**config.mk**
```make
export PLATFORM = sky130hd
export DESIGN_NAME = ps_readout_sequencer
export DESIGN_NICKNAME = d
export VERILOG_FILES = /design/src/rtl/ps_readout_sequencer.sv
export SDC_FILE = /design/constraint.sdc
export NUM_CORES = 1
export LEC_CHECK = 0
export CORE_MARGIN = 5
export CORE_UTILIZATION = 40
export CTS_CLUSTER_DIAMETER = 40
export DETAILED_ROUTE_END_ITERATION = 8
export GPL_TIMING_DRIVEN = 0
export PLACE_DENSITY = 0.69
export SKIP_CTS_REPAIR_TIMING = 1
export SYNTH_ARGS = -nofsm -noshare
export SYNTH_HDL_FRONTEND = slang
export SYNTH_SLANG_ARGS = --single-unit
export TNS_END_PERCENT = 5
```
**constraint.sdc**
```tcl
create_clock -name clk_in -period 3 [get_ports clk_in]
set_input_delay 0.6 -clock clk_in [delete_from_list [all_inputs] [get_ports clk_in]]
set_output_delay 0.6 -clock clk_in [all_outputs]
set_load 0.02 [all_outputs]
```
**src/rtl/ps_readout_sequencer.sv**
```systemverilog
// Readout sequencer: pulses the parallel-to-serial capture block on a period, then drains its FIFO to a valid/ready stream.
// Optional build macro PS_SEQ_HEADER_EN prepends a {4'hA, frame_cnt, ts} header word to each frame (needs FIFO_WIDTH==36).
module ps_readout_sequencer #(
  parameter int FIFO_WIDTH      = 36,
  parameter int NDATA           = 10,
  parameter int PERIOD_WIDTH    = 16,
  parameter int FRAME_CNT_WIDTH = 16
) (
  input  logic                       clk_in,
  input  logic                       rst,
  input  logic                       run,
  input  logic                       single,
  input  logic [PERIOD_WIDTH-1:0]    period,
  input  logic [FRAME_CNT_WIDTH-1:0] nframes,
  input  logic                       mode_cfg,
  output logic                       ps_start,
  output logic                       ps_mode,
  input  logic                       fifo_empty,
  output logic                       fifo_rd_en,
  input  logic [FIFO_WIDTH-1:0]      fifo_q,
  output logic [FIFO_WIDTH-1:0]      m_data,
  output logic                       m_valid,
  input  logic                       m_ready,
  output logic                       busy,
  output logic                       done,
  output logic [FRAME_CNT_WIDTH-1:0] frame_cnt,
  output logic                       overrun
);

  // Output handshake: a word transfers on any rising edge where m_valid && m_ready;
  // m_data/m_valid never change while m_valid is high and m_ready is low.

  typedef enum logic [2:0] {
    S_IDLE    = 3'd0,
    S_ARM     = 3'd1,
    S_START   = 3'd2,
    S_CAPTURE = 3'd3,
    S_DRAIN   = 3'd4,
    S_WAIT    = 3'd5
  } state_t;

  localparam int                CAP_W    = $clog2(NDATA + 3);
  localparam logic [CAP_W-1:0]  CAP_LAST = CAP_W'(NDATA + 1);

  state_t                     state;
  state_t                     state_nxt;
  logic                       single_req;
  logic                       single_flag;
  logic [FRAME_CNT_WIDTH-1:0] nframes_q;
  logic [PERIOD_WIDTH-1:0]    period_q;
  logic [PERIOD_WIDTH-1:0]    pcnt;
  logic [CAP_W-1:0]           cap_cnt;
  logic                       rd_pend;

  logic rd_go;
  logic drain_done;
  logic last_frame;
  logic period_hit;
  logic period_late;

`ifdef PS_SEQ_HEADER_EN
  logic [15:0] ts_cnt;
  logic [15:0] ts_q;
  logic [35:0] hdr_word;

  assign hdr_word = {4'hA, frame_cnt[15:0], ts_q};

  always_ff @(posedge clk_in) begin
    if (rst) begin
      ts_cnt <= '0;
      ts_q   <= '0;
    end else begin
      ts_cnt <= ts_cnt + 16'd1;
      if (state == S_START) ts_q <= ts_cnt;
    end
  end
`endif

  // pcnt holds the number of cycles elapsed since the last START cycle.
  always_comb begin
    rd_go       = (state == S_DRAIN) && !fifo_empty && !rd_pend && (!m_valid || m_ready);
    drain_done  = fifo_empty && !rd_pend && !m_valid;
    last_frame  = single_flag || !run || ((nframes_q != '0) && (frame_cnt == nframes_q));
    period_late = (pcnt >= period_q);
    period_hit  = (pcnt >= (period_q - PERIOD_WIDTH'(1)));
    state_nxt   = state;
    case (state)
      S_IDLE:    if (run || single) state_nxt = S_ARM;
      S_ARM:     state_nxt = S_START;
      S_START:   state_nxt = S_CAPTURE;
      S_CAPTURE: if (cap_cnt == CAP_LAST) state_nxt = S_DRAIN;
      S_DRAIN:   if (drain_done) state_nxt = last_frame ? S_IDLE : S_WAIT;
      S_WAIT:    if (period_hit) state_nxt = S_START;
      default:   state_nxt = S_IDLE;
    endcase
  end

  assign ps_start   = (state == S_START);
  assign busy       = (state != S_IDLE);
  assign fifo_rd_en = rd_go;

  always_ff @(posedge clk_in) begin
    if (rst) begin
      state <= S_IDLE;
    end else begin
      state <= state_nxt;
    end
  end

  always_ff @(posedge clk_in) begin
    if (rst) begin
      single_req  <= 1'b0;
      single_flag <= 1'b0;
      nframes_q   <= '0;
      period_q    <= PERIOD_WIDTH'(1);
      pcnt        <= '0;
      cap_cnt     <= '0;
      rd_pend     <= 1'b0;
      ps_mode     <= 1'b0;
      frame_cnt   <= '0;
      overrun     <= 1'b0;
      done        <= 1'b0;
    end else begin
      done    <= (state == S_DRAIN) && (state_nxt == S_IDLE);
      rd_pend <= rd_go;

      // run has priority, so a simultaneous single still gives an open-ended run.
      if (state == S_IDLE) single_req <= single && !run;

      if (state == S_ARM) begin
        single_flag <= single_req;
        ps_mode     <= mode_cfg;
        nframes_q   <= nframes;
        period_q    <= (period == '0) ? PERIOD_WIDTH'(1) : period;
        frame_cnt   <= '0;
        overrun     <= 1'b0;
      end

      if (state == S_START) begin
        frame_cnt <= frame_cnt + FRAME_CNT_WIDTH'(1);
        cap_cnt   <= '0;
      end else if (state == S_CAPTURE) begin
        cap_cnt <= cap_cnt + CAP_W'(1);
      end

      // Saturate so a very long drain cannot wrap back into "not yet expired".
      if (state == S_START) begin
        pcnt <= PERIOD_WIDTH'(1);
      end else if (pcnt != '1) begin
        pcnt <= pcnt + PERIOD_WIDTH'(1);
      end

      if ((state == S_WAIT) && period_late) overrun <= 1'b1;
    end
  end

  // Output register: a pending FIFO read always lands in an empty or just-emptied slot.
  always_ff @(posedge clk_in) begin
    if (rst) begin
      m_data  <= '0;
      m_valid <= 1'b0;
    end else begin
      if (rd_pend) begin
        m_data  <= fifo_q;
        m_valid <= 1'b1;
      end else if (m_valid && m_ready) begin
        m_valid <= 1'b0;
      end
`ifdef PS_SEQ_HEADER_EN
      if ((state == S_CAPTURE) && (state_nxt == S_DRAIN)) begin
        m_data  <= FIFO_WIDTH'(hdr_word);
        m_valid <= 1'b1;
      end
`endif
    end
  end

endmodule
```
==> results of run 1 <==
## worst min-delay path: stages, from the launching register on
cell	delay, ns
dfxtp_1	0.30
nand2_1	0.05
a21oi_1	0.06
## through the flow
step           power (mW)  cell area, sq um  cells
2_1_floorplan        1.96              5650    669
3_3_place_gp         2.16              7200    981
3_5_place_dp         2.18              7200    981
4_1_cts              4.27              7800   1009
5_1_grt              4.46              7960   1014
6_report             4.29              7960   1014
## cell usage in the layout (no fill, tap or decap), types with 3 or more instances in the layout
| cell type | instances |
|---|---|
| mux2i_1 | 40 |
| clkbuf_1 | 19 |
| clkdlybuf4s50_1 | 132 |
| ha_1 | 36 |
| nor3_1 | 5 |
| or3_1 | 4 |
| dfxtp_2 | 3 |
| or2_2 | 3 |
| nor2_1 | 89 |
| nand2_1 | 91 |
| nand3_1 | 20 |
| and3_1 | 4 |
| dfxtp_1 | 111 |
| nor4_4 | 3 |
| clkbuf_16 | 17 |
| bufinv_16 | 4 |
| buf_1 | 5 |
| buf_4 | 5 |
| a21oi_1 | 62 |
| nor2b_1 | 3 |
| xor2_1 | 12 |
| xnor2_1 | 33 |
| inv_1 | 21 |
| a41oi_1 | 3 |
| inv_2 | 4 |
| nand4_1 | 13 |
| o21ai_0 | 12 |
| buf_2 | 5 |
| a21o_1 | 4 |
| nor4_1 | 12 |
| o211ai_1 | 3 |
| clkbuf_8 | 3 |
## final cells by class
| type | instances | share of cell area |
|---|---|---|
| multi-input combinational | 500 | 0.410 |
| sequential | 114 | 0.287 |
| clock inverter | 6 | 0.0164 |
| inverter | 26 | 0.0123 |
| clock buffer | 22 | 0.0596 |
| buffer | 29 | 0.0156 |
| timing repair buffer | 137 | 0.171 |
| tap | 180 | 0.0283 |
## registers in the layout, summed over array words and instances (netlist names)
name         flops
m_data          36
single_flag      1
nframes_q       16
cap_cnt          4
single_req       1
state            3
m_valid          1
overrun          1
rd_pend          1
frame_cnt       16
done             1
pcnt            16
ps_mode          1
period_q        16
## cell families (layout without fill, tap and decap cells)
group / after synthesis / count (layout) / share of synthesized area
adder cells (fa/ha/maj): 36 / 36 / 0.0797
buffers and inverters: 55 / 220 / 0.0392
AND/OR/NAND/NOR: 273 / 273 / 0.225
AO/OA/AOI/OAI: 103 / 103 / 0.105
XOR/XNOR: 45 / 45 / 0.0698
flip-flops: 114 / 114 / 0.404
multiplexers: 43 / 43 / 0.0769
## report_power, final
part	switching (mW)	total, mW	internal (mW)
registers	0.0624	1.63	1.56
clock network	0.659	2.09	1.43
logic	0.295	0.576	0.281
total	1.02	4.29	3.28
## final timing paths
path	endpoint	cells after the start	slack, ns
setup / recovery	state[2]$_SDFF_PP0_	13	0.17
hold / removal	single_flag$_SDFFE_PP0P_	2	0.46
setup reg to reg	state[2]$_SDFF_PP0_	13	0.17
hold reg to reg	single_flag$_SDFFE_PP0P_	2	0.46
## routing by layer
| layer | share of wire | GRT usage | up-vias |
|---|---|---|---|
| li1 | - | - | 2619 |
| met1 | 0.42 | 0.210 | 2448 |
| met2 | 0.51 | 0.323 | 119 |
| met3 | 0.056 | 0.0573 | 23 |
| met4 | 0.018 | 0.0778 | 0 |
| met5 | 0 | 0 | - |
==> qor.csv, run 1 <==
stage;metric;value;unit
status;status;completed;
global_route;grt_pass1_vias;5388;
sta;setup_viol;0;
sta;slew_headroom;0.522;
sta;max_freq;0.354;GHz
sta;hold_slack;0.462;ns
synth;synth_area_leaders;dfxtp_1, ha_1, mux2i_1;
floorplanning;start_util;0.407;
synth;ys_ff_latch;114;
clock_tree;clk_path_buf_depth;2;
job;maxCapViolCount;0;
cells_and_area;utilization;0.573;
worst_setup_path;crit_start;period_q[4]$_SDFFE_PP0P_;
min_path;hp-start;single_flag$_SDFFE_PP0P_;
worst_setup_path;cp_max_fo;3;
worst_setup_path;slowest_delay;0.49;ns
global_route;grt.overflow.total;0;
clock_tree;cts_tree;yes;
sta;slew_viol_final;0;
floorplanning;row_count;43;
clock_tree;cts_root_buf;clkbuf_16;
sta;hold_viol;0;
placed_design;port_buffers;132;
route;dr.pass1.iters;4;
worst_setup_path;critPathCaptureType;register;
cells_and_area;register_area;2290;sq um
floorplanning;io_pins;134;
route;antenna_left;0;
power_and_ir_drop;peakVddDrop;0.000326;V
synth;synth_top_area_frac;0.404;
worst_setup_path;crit_type;reg2reg;
synth;syn-num-nets;780;
synth;synth-main-ff-cell;dfxtp_1;
worst_setup_path;cp_top_family;simple AND/OR/NAND/NOR gates;
clock_tree;clkSinkCount;114;
placed_design;hpwlAfterDp;11700;um
sta;min_period_over_period;0.942;
worst_setup_path;cp_cell_sequence;inv_2, nand3_4, nor3_4, buf_4, nand3_2, nor3_1, xnor2_1, ha_1, a21o_1, a21oi_1, nor2b_1, or4_4, a31oi_1;
route;first_iter_violations;231;
route;vias;5209;
global_route;grt_first_pass_wirelength;24900;um
worst_setup_path;crit_buf_inv;2;
sta;clock_skew;0.00698;ns
synth;yosys_warnings;0;
worst_setup_path;timing.rr.start;period_q[4]$_SDFFE_PP0P_;
cells_and_area;nets;936;
synth;synth_commonest_cells;dfxtp_1, nand2_1, nor2_1;
clock_tree;clk_latency;0.41;ns
floorplanning;dieArea;16600;sq um
global_route;grt_start_max_net_pins;17;
sta;setup_ws;0.174;ns
sta;fin_setup_tns;0;ns
power_and_ir_drop;power_density;540;nW/um^2
floorplanning;fp.coreArea;13900;sq um
synth;synthDistinctLibCells;56;
synth;synthArstFlopShare;0;
sta;fin_crit;2.83;ns
route;routed_wl;15400;um
sta;worstMarginPinSlew;0.716;ns
power_and_ir_drop;leakagePower;2.90;nW
worst_setup_path;startpoint_type;register;
placed_design;post-place-ws;-0.356;ns
worst_setup_path;slowest_stage;or4_4;
clock_tree;clk_pin_slew;0.05;ns
cells_and_area;antenna_cells;0;
floorplanning;die_w;129;um
cells_and_area;multi_input_area;3260;sq um
worst_setup_path;worstPathArrival;3.16;ns
synth;ys_seq_area_frac;0.404;
synth;syn_inst;669;
route;drc;0;
route;routed_via_density;5.14;
cells_and_area;fillers;1244;
worst_setup_path;required;3.34;ns
synth;yosysTopAreaCell;dfxtp_1;
placed_design;place_congestion;0.894;
synth;synth_edf_count;0;
cells_and_area;area_delta_synth_final;40.8;%
floorplanning;die_y;129;um
synth;syn-cell-area;5650;sq um
cells_and_area;drive_gt1_frac;0.0839;
clock_tree;h-tree-depth;4;
route;wl_per_cell;15.2;um
global_route;track_usage;0.186;
synth;synth.most_common_cell;dfxtp_1;
synth;syn_avg_cell_area;8.44;sq um
clock_tree;cts_buffers;17;
min_path;hold_path_class;reg2reg;
global_route;antenna_found_initial;0;
Power figures use the tool's default switching activity.
==> run 2, diff against run 1 <==
Settings changed: SLEW_MARGIN set to 10.
==> results of run 2 <==
Same layout as run 1: the final DEF is identical, and so are final timing and power.
